### config.mk
export PLATFORM = sky130hd
export DESIGN_NAME = bsg_cache_to_axi_dma_arb
export DESIGN_NICKNAME = d
export VERILOG_FILES = /design/src/rtl/bsg_cache_to_axi_pkg.sv /design/src/rtl/bsg_cache_to_axi_dma_arb_rr.sv /design/src/rtl/bsg_cache_to_axi_dma_arb.sv
export SDC_FILE = /design/constraint.sdc
export NUM_CORES = 1
export LEC_CHECK = 0
export CORE_MARGIN = 1
export CORE_UTILIZATION = 43
export CTS_CLUSTER_SIZE = 28
export DETAILED_ROUTE_END_ITERATION = 10
export PLACE_DENSITY_LB_ADDON = 0.12
export SLEW_MARGIN = 20
export SYNTH_ARGS = -nofsm -noshare
export SYNTH_HDL_FRONTEND = slang
export SYNTH_SLANG_ARGS = --single-unit
### constraint.sdc
create_clock -name clk_i -period 7.79 [get_ports clk_i]
set_clock_uncertainty 0.05 [all_clocks]
set_input_delay 1.558 -clock clk_i [delete_from_list [all_inputs] [get_ports clk_i]]
set_output_delay 1.558 -clock clk_i [all_outputs]
set_load 0.01 [all_outputs]
### src/rtl/bsg_cache_to_axi_pkg.sv
// bsg_cache_to_axi_pkg: shared packet/slot layouts and sizing helper for the cache-to-AXI bridge.
`define BSG_CACHE_TO_AXI_DMA_PKT_S(aw) struct packed {logic write_not_read; logic [(aw)-1:0] addr;}
`define BSG_CACHE_TO_AXI_SLOT_S(tw, aw) struct packed {logic [(tw)-1:0] tag; logic [(aw)-1:0] axi_addr;}
package bsg_cache_to_axi_pkg;
  function automatic int safe_clog2(input int n);
    return (n <= 1) ? 1 : $clog2(n);
  endfunction
endpackage

### src/rtl/bsg_cache_to_axi_dma_arb_rr.sv
// bsg_arb_round_robin: one-hot round-robin grant, search starts after the last winner.
module bsg_arb_round_robin
  import bsg_cache_to_axi_pkg::*;
#(
  parameter int width_p = 4,
  parameter int lg_width_lp = safe_clog2(width_p)
)(
  input  logic               clk_i,
  input  logic               reset_n_i,
  input  logic [width_p-1:0] reqs_i,
  output logic [width_p-1:0] grants_o,
  input  logic               yumi_i
);
  logic [lg_width_lp-1:0] last_r, last_n, idx;
  always_comb begin
    grants_o = '0;
    last_n = last_r;
    idx = '0;
    for (int k = 1; k <= width_p; k++) begin
      idx = lg_width_lp'((int'(last_r) + k) % width_p);
      if (grants_o == '0 && reqs_i[idx]) begin
        grants_o[idx] = 1'b1;
        last_n = idx;
      end
    end
  end
  always_ff @(posedge clk_i or negedge reset_n_i)
    if (!reset_n_i) last_r <= lg_width_lp'(width_p - 1);
    else if (yumi_i) last_r <= last_n;
endmodule

### src/rtl/bsg_cache_to_axi_dma_arb.sv
// bsg_cache_to_axi_dma_arb: round-robin arbitration of cache DMA packets into one-entry
// read/write request slots carrying block-aligned, cache-tagged AXI addresses.
module bsg_cache_to_axi_dma_arb
  import bsg_cache_to_axi_pkg::*;
#(
  parameter int num_cache_p = 4,
  parameter int addr_width_p = 28,
  parameter int data_width_p = 32,
  parameter int block_size_in_words_p = 8,
  parameter int axi_addr_width_p = 32,
  parameter int lg_num_cache_lp = safe_clog2(num_cache_p),
  parameter int block_offset_width_lp = safe_clog2(block_size_in_words_p * data_width_p / 8),
  parameter int dma_pkt_width_lp = addr_width_p + 1
)(
  input  logic                                         clk_i,
  input  logic                                         reset_n_i,
  input  logic [num_cache_p-1:0][dma_pkt_width_lp-1:0] dma_pkt_i,
  input  logic [num_cache_p-1:0]                       dma_pkt_v_i,
  output logic [num_cache_p-1:0]                       dma_pkt_yumi_o,
  output logic                                         rx_v_o,
  output logic [lg_num_cache_lp-1:0]                   rx_tag_o,
  output logic [axi_addr_width_p-1:0]                  rx_axi_addr_o,
  input  logic                                         rx_yumi_i,
  output logic                                         tx_v_o,
  output logic [lg_num_cache_lp-1:0]                   tx_tag_o,
  output logic [axi_addr_width_p-1:0]                  tx_axi_addr_o,
  input  logic                                         tx_yumi_i
);
  typedef `BSG_CACHE_TO_AXI_DMA_PKT_S(addr_width_p) dma_pkt_s;
  typedef `BSG_CACHE_TO_AXI_SLOT_S(lg_num_cache_lp, axi_addr_width_p) slot_s;
  localparam logic [addr_width_p-1:0] blk_mask_lp = ~addr_width_p'((1 << block_offset_width_lp) - 1);
  dma_pkt_s [num_cache_p-1:0] pkts;
  dma_pkt_s win_pkt;
  slot_s rd_r, wr_r, new_slot;
  logic rd_full_r, wr_full_r, rd_avail, wr_avail, any_grant, ld_rd, ld_wr;
  logic [num_cache_p-1:0] elig, grants;
  logic [lg_num_cache_lp-1:0] win;
  assign pkts = dma_pkt_i;
  // A full slot whose consumer yumis this cycle can be refilled in the same cycle.
  assign rd_avail = ~rd_full_r | rx_yumi_i;
  assign wr_avail = ~wr_full_r | tx_yumi_i;
  always_comb begin
    elig = '0;
    win = '0;
    for (int i = 0; i < num_cache_p; i++) begin
      elig[i] = reset_n_i & dma_pkt_v_i[i] & (pkts[i].write_not_read ? wr_avail : rd_avail);
      win = grants[i] ? lg_num_cache_lp'(i) : win;
    end
  end
  bsg_arb_round_robin #(.width_p(num_cache_p)) arb (
    .clk_i(clk_i),
    .reset_n_i(reset_n_i),
    .reqs_i(elig),
    .grants_o(grants),
    .yumi_i(any_grant)
  );
  assign any_grant = |grants;
  assign win_pkt = pkts[win];
  assign ld_rd = any_grant & ~win_pkt.write_not_read;
  assign ld_wr = any_grant & win_pkt.write_not_read;
  assign new_slot.tag = win;
  assign new_slot.axi_addr = axi_addr_width_p'({win, win_pkt.addr & blk_mask_lp});
  assign dma_pkt_yumi_o = grants;
  always_ff @(posedge clk_i or negedge reset_n_i)
    if (!reset_n_i) begin
      rd_r <= '0;
      wr_r <= '0;
      rd_full_r <= 1'b0;
      wr_full_r <= 1'b0;
    end else begin
      if (ld_rd) rd_r <= new_slot;
      if (ld_wr) wr_r <= new_slot;
      rd_full_r <= ld_rd | (rd_full_r & ~rx_yumi_i);
      wr_full_r <= ld_wr | (wr_full_r & ~tx_yumi_i);
    end
  assign rx_v_o = rd_full_r;
  assign rx_tag_o = rd_r.tag;
  assign rx_axi_addr_o = rd_r.axi_addr;
  assign tx_v_o = wr_full_r;
  assign tx_tag_o = wr_r.tag;
  assign tx_axi_addr_o = wr_r.axi_addr;
  a_rx_yumi_empty: assert property (@(posedge clk_i) disable iff (!reset_n_i) !(rx_yumi_i && !rd_full_r));
  a_tx_yumi_empty: assert property (@(posedge clk_i) disable iff (!reset_n_i) !(tx_yumi_i && !wr_full_r));
endmodule
==> flow_summary.ini, run 1 <==
[yosys]
syn_area_um2 = 3730
synth_area_leaders = dfrtp_1 35%, mux2_1 11%, mux2i_1 6.2%, a221oi_1 5.4%, buf_4 4.0%
synth_cell_types = 53
ys_seq_elements = 54
synth.avg_cell_area_um2 = 10.1
synth_top_cell_by_area = dfrtp_1
synthCells = 370
async_reset_ff_share_pct = 100
yosysWarnings = 0
post-synth-top-count-cell = dfrtp_1
ys_top_cells_by_count = 52 x dfrtp_1, 36 x mux2_1, 35 x inv_1
ys_seq_area_share_pct = 36.3
synth_edf_count = 0
yosys.area.top_type_share_pct = 34.9
synth-main-ff-cell = dfrtp_1

[final_layout]
syn_to_final_growth_pct = 46.5
fin_util_pct = 65.8
antennaDiodeCount = 0
fin_nets = 655
layout.cells.non_filler = 629
final_layout_size_suffix_gt1_share_pct = 8.02

[worst_hold_path]
whs_path_depth = 1
worstHoldPathType = register to register

[power_and_ir_drop]
cellLeakagePower_nw = 2.39
ir_drop_v = 0.000236
power_density_nw_per_um2 = 491

[setup_path]
cp-start-kind = input port
critical_path_buf_inv_count = 2
slowest_delay_ns = 0.66
critPathArrivalTime_ns = 5.17
critical_path.most_common_cell = clkdlybuf4s50_1
critPathKind = input port to output port
slowest_stage = clkdlybuf4s50_1
r2r_cells = 12
timing.critical_path.cells = clkdlybuf4s50_1, or3b_1, and3_1, mux4_2, a21boi_1, o2111ai_1, o31ai_1, clkdlybuf4s50_1
cp_max_fo = 9
cp-end-kind = output port
required_ns = 6.18
crit_cells = 8
critical_path.top_delay_family = compound AO/OA/AOI/OAI gates

[sta]
whs_ns = 0.440
maxClockFrequency_mhz = 147
min_period_ns = 6.78
slew_headroom_pct = 53.7
finalSetupViolations = 0
fin_crit_sh_pct = 87.0
finalHoldViolations = 0
worstMarginPinSlew_ns = 0.694
fin_ws_ns = 1.01
rsz0062_at_grt = no
fin_tns_setup_ns = 0
slew_violations = 0

[floorplanning]
chipWidth_um = 95.1
ios = 198
initial_core_util_pct = 44.9
die_y_um = 95.1
rows = 33
fp.coreArea_um2 = 8300
die_area_um2 = 9050

[drt]
drt-initial-drc-count = 141
firstDrtPassIters = 4
drt_wl_total_mm = 11.2
routed_via_density = 5.52
num_vias = 3475
wl_per_cell_um = 17.7
ant_nets = 0
drc_errors = 0

[placed_design]
finalWeightedCongestion = 0.875
dp_hpwl_mm = 8.34
dpl.cell_count = 621
place_ws_ns = 1.04
io_buffers = 163

[clock_network]
cts_tree = done
htree_num_levels = 2
clkTransAtPathRegs_ns = 0.10
cts_sinks = 54
holdBufCountCts = 0
post_cts.repair.setup_buffers = 0
post_cts_resized = 0
cts-root-buf = clkbuf_8
cts_buffer_depth = 2
clk_latency_ns = 0.31
numCtsBuffers = 5

[global_route]
grt_util_all_layers_pct = 25.9
grt_pass1_vias = 3569
met1_usage_pct = 31.3
grt_max_degree = 49
antenna_found_initial = 0
grt_first_pass_wirelength_mm = 17.9
use_met2_pct = 43.7
globalRouteOverflowTotal = 0
use_met3_pct = 6.38
busiest_layer = met2

[run_status]
status = finished clean

[job]
cap_violations = 0
## flip-flops by register name, summed over array words and instances (netlist names)
name / flops
rx_tag_o: 2
rx_v_o: 1
tx_tag_o: 2
rx_axi_addr_o: 23
arb.last_r: 2
tx_v_o: 1
tx_axi_addr_o: 23
## kinds of logic (layout without fill, tap and decap cells)
group	Yosys count	after routing	share of synthesized area, %
compound gates	72	72	15.4
xor+xnor	1	1	0.235
fa+ha+maj	8	8	2.68
buf+inv	72	213	10.2
flops	54	54	36.3
mux	75	75	23.1
other cells	1	14	0.101
simple gates	87	87	12.0
## where the power goes
group	internal, mW	switching, mW	leakage (nW)
clock network	0.0949	0.0969	0.0579
registers	0.456	0.0967	0.624
logic	0.952	0.988	1.71
total	1.50	1.18	2.39
## cells in the final DEF (no fill, tap or decap), types with 12 or more instances in the layout
cell             netlist  routed
mux2_2                12      12
clkdlybuf4s50_1        0     162
mux2i_1               23      23
nor2_1                33      33
mux2_1                36      36
conb_1                 1      14
dfrtp_1               52      52
a221oi_1              23      23
inv_1                 35      35
## final timing paths
kind | startpoint | endpoint | slack, ns
setup / recovery | dma_pkt_i[115] | dma_pkt_yumi_o[0] | 1.01
hold / removal | tx_axi_addr_o[19] | tx_axi_addr_o[19] | 0.44
setup reg to reg | arb.last_r[0] | tx_axi_addr_o[5] | 3.06
hold reg to reg | tx_axi_addr_o[19] | tx_axi_addr_o[19] | 0.44
max in group asynchronous | reset_n_i | tx_axi_addr_o[16] | 5.61
min in group asynchronous | reset_n_i | tx_axi_addr_o[25] | 1.13
## metal layers
metal  routed length (µm)  share of wire (%)
met3                  753                6.8
met1                 4490                 40
met2                 5620                 50
met5                    0                  0
met4                  298                2.7
## metrics by stage
step                      instance area [µm²]  total power [mW]
after CTS                                5460              2.69
after floorplan                          3780              1.85
final                                    5460              2.68
after global placement                   5350              2.46
after global routing                     5460              2.88
after detailed placement                 5350              2.49
## worst reg2reg max path, delay by kind of cell (launching register included)
| family | cells | cell delay, ns |
|---|---|---|
| DFF | 1 | 0.72 |
| and+or+nand+nor | 1 | 0.25 |
| AOI/OAI and AO/OA | 5 | 1.43 |
| muxes | 2 | 0.83 |
| adders and majority gates | 1 | 0.47 |
| buffers and inverters | 3 | 0.86 |
## layout make-up
class | count | area (µm²)
clock inverters | 3 | 40.0
repair buffers | 169 | 1670
inverters | 36 | 135
clock buffers | 5 | 68.8
multi-input cells | 257 | 2060
fillers | 691 | 2840
well taps | 105 | 131
flip-flops and latches | 54 | 1350
(Power assumes the default switching activity.)
==> run 2: changes to the inputs <==
Settings changed: CORE_ASPECT_RATIO from default to 1.25, RECOVER_POWER from default to 25.
==> run 2 against run 1 <==
Compared with the run above:
- via count up 0.95%
- utilization down 0.79 points
- fmax up 1.9%
- combinational power about the same
- worst hold slack better by 0.0011 ns
- largest power group unchanged
- critical path type unchanged
==> flow_summary.ini, run 2 (synthesis gave the netlist of run 1 again) <==
[run_status]
status = finished clean

[sta]
slew_violations = 0
fin_tns_setup_ns = 0
worstMarginPinSlew_ns = 0.817
fin_crit_sh_pct = 85.4
finalHoldViolations = 0
slew_headroom_pct = 45.5
finalSetupViolations = 0
rsz0062_at_grt = no
min_period_ns = 6.65
maxClockFrequency_mhz = 150

[global_route]
grt_max_degree = 66
grt_util_all_layers_pct = 26.3
antenna_found_initial = 0
grt_pass1_vias = 3543
grt_first_pass_wirelength_mm = 18.3
globalRouteOverflowTotal = 0

[worst_hold_path]
worstHoldPathType = register to register
whs_path_depth = 1

[clock_network]
numCtsBuffers = 5
cts_buffer_depth = 2
post_cts_resized = 0
cts-root-buf = clkbuf_8
htree_num_levels = 2
clkTransAtPathRegs_ns = 0.08
post_cts.repair.setup_buffers = 0
holdBufCountCts = 0
clk_latency_ns = 0.31
cts_tree = done
cts_sinks = 54

[placed_design]
io_buffers = 163
dp_hpwl_mm = 8.77
dpl.cell_count = 614
finalWeightedCongestion = 0.883

[floorplanning]
initial_core_util_pct = 44.7
fp.coreArea_um2 = 8330
rows = 37
die_y_um = 106
chipWidth_um = 85.3
ios = 198
die_area_um2 = 9050

[setup_path]
critPathArrivalTime_ns = 5.05
slowest_stage = clkdlybuf4s50_1
critical_path.top_delay_family = compound AO/OA/AOI/OAI gates
r2r_cells = 12
timing.critical_path.cells = clkdlybuf4s50_1, or3b_1, and3_1, mux4_2, a21boi_1, o2111ai_1, o31ai_1, clkdlybuf4s50_1
critical_path_buf_inv_count = 2
cp-end-kind = output port
required_ns = 6.18
cp-start-kind = input port
critical_path.most_common_cell = clkdlybuf4s50_1
crit_cells = 8
critPathKind = input port to output port
slowest_delay_ns = 0.63
cp_max_fo = 9

[final_layout]
syn_to_final_growth_pct = 45.3
final_layout_size_suffix_gt1_share_pct = 7.44
layout_common_cells = 162 x clkdlybuf4s50_1, 52 x dfrtp_1, 36 x mux2_1
antennaDiodeCount = 0
final_common_cell = clkdlybuf4s50_1
layout.cells.non_filler = 621
fin_util_pct = 65.0
fin_nets = 656

[drt]
wl_per_cell_um = 18.6
firstDrtPassIters = 4
num_vias = 3508
drt_wl_total_mm = 11.5
drc_errors = 0
drt-initial-drc-count = 132
routed_via_density = 5.65
ant_nets = 0

[power_and_ir_drop]
power_density_nw_per_um2 = 490
ir_drop_v = 0.000213
cellLeakagePower_nw = 2.38

[job]
cap_violations = 0
run 2: cell count changes in the layout (fill, tap and decap cells not counted):
cell | before | now
a21oi_4 | 1 | 0
bufinv_16 | 1 | 0
buf_2 | 1 | 0
clkbuf_1 | 0 | 3
buf_4 | 6 | 7
a21oi_2 | 0 | 1
clkinv_2 | 2 | 0
run 2: power by group:
part / leakage, nW / switching, mW / total [mW] / internal [mW]
combinational: 1.71 / 1.00 / 1.96 / 0.954
sequential: 0.624 / 0.0960 / 0.552 / 0.456
clock: 0.0383 / 0.0873 / 0.149 / 0.0622
total: 2.38 / 1.19 / 2.66 / 1.47
run 2: path summary, 6_finish.rpt:
kind	from	endpoint	slack (ns)
max	dma_pkt_i[115]	dma_pkt_yumi_o[0]	1.14
min	rx_axi_addr_o[25]	rx_axi_addr_o[25]	0.44
max reg2reg	arb.last_r[0]	tx_axi_addr_o[7]	3.02
min reg2reg	rx_axi_addr_o[25]	rx_axi_addr_o[25]	0.44
max in group asynchronous	reset_n_i	rx_axi_addr_o[17]	5.72
min in group asynchronous	reset_n_i	tx_v_o	1.42
run 2: layer usage:
layer  vias to the layer above  global-route usage [%]  part of all wire, %
li1                       1632                       -                    -
met1                      1721                    29.4                   37
met2                       132                    48.1                   53
met3                        23                    7.61                  7.0
met4                         0                    7.86                  2.4
met5                         -                       0                    0
run 2: metrics by stage:
step	cell area (µm²)	hold slack (ns)	worst slack [ns]	total power, mW
after global placement	5340	0.417	1.16	2.49
after detailed placement	5340	0.426	1.20	2.53
after floorplan	3780	0.479	2.40	1.85
after CTS	5420	0.444	1.19	2.69
after global routing	5420	0.461	1.01	2.85
final	5420	0.441	1.14	2.66
run 2: area by class of cell:
| class | count | area, µm² |
|---|---|---|
| fillers | 721 | 2910 |
| multi-input cells | 257 | 2050 |
| repair buffers | 170 | 1680 |
| flip-flops and latches | 54 | 1350 |
| inverters | 36 | 135 |
| well taps | 97 | 121 |
| clock buffers | 7 | 76.3 |
run 2: worst register-to-register path: stages, from the launching register on:
cell and delay (ns):
dfstp_2 0.72, inv_1 0.25, ha_1 0.49, mux4_2 0.45, o211ai_1 0.34, and2_1 0.23, o2111ai_1 0.19, o311a_2 0.41
buf_4 0.29, o21ai_1 0.34, o21a_1 0.18, buf_4 0.34, mux2_2 0.39
==> run 3: changes to the inputs <==
Settings changed: HOLD_SLACK_MARGIN from default to 0.06.
==> results of run 3 <==
The final DEF is identical to that of run 2; final timing and power are the same.
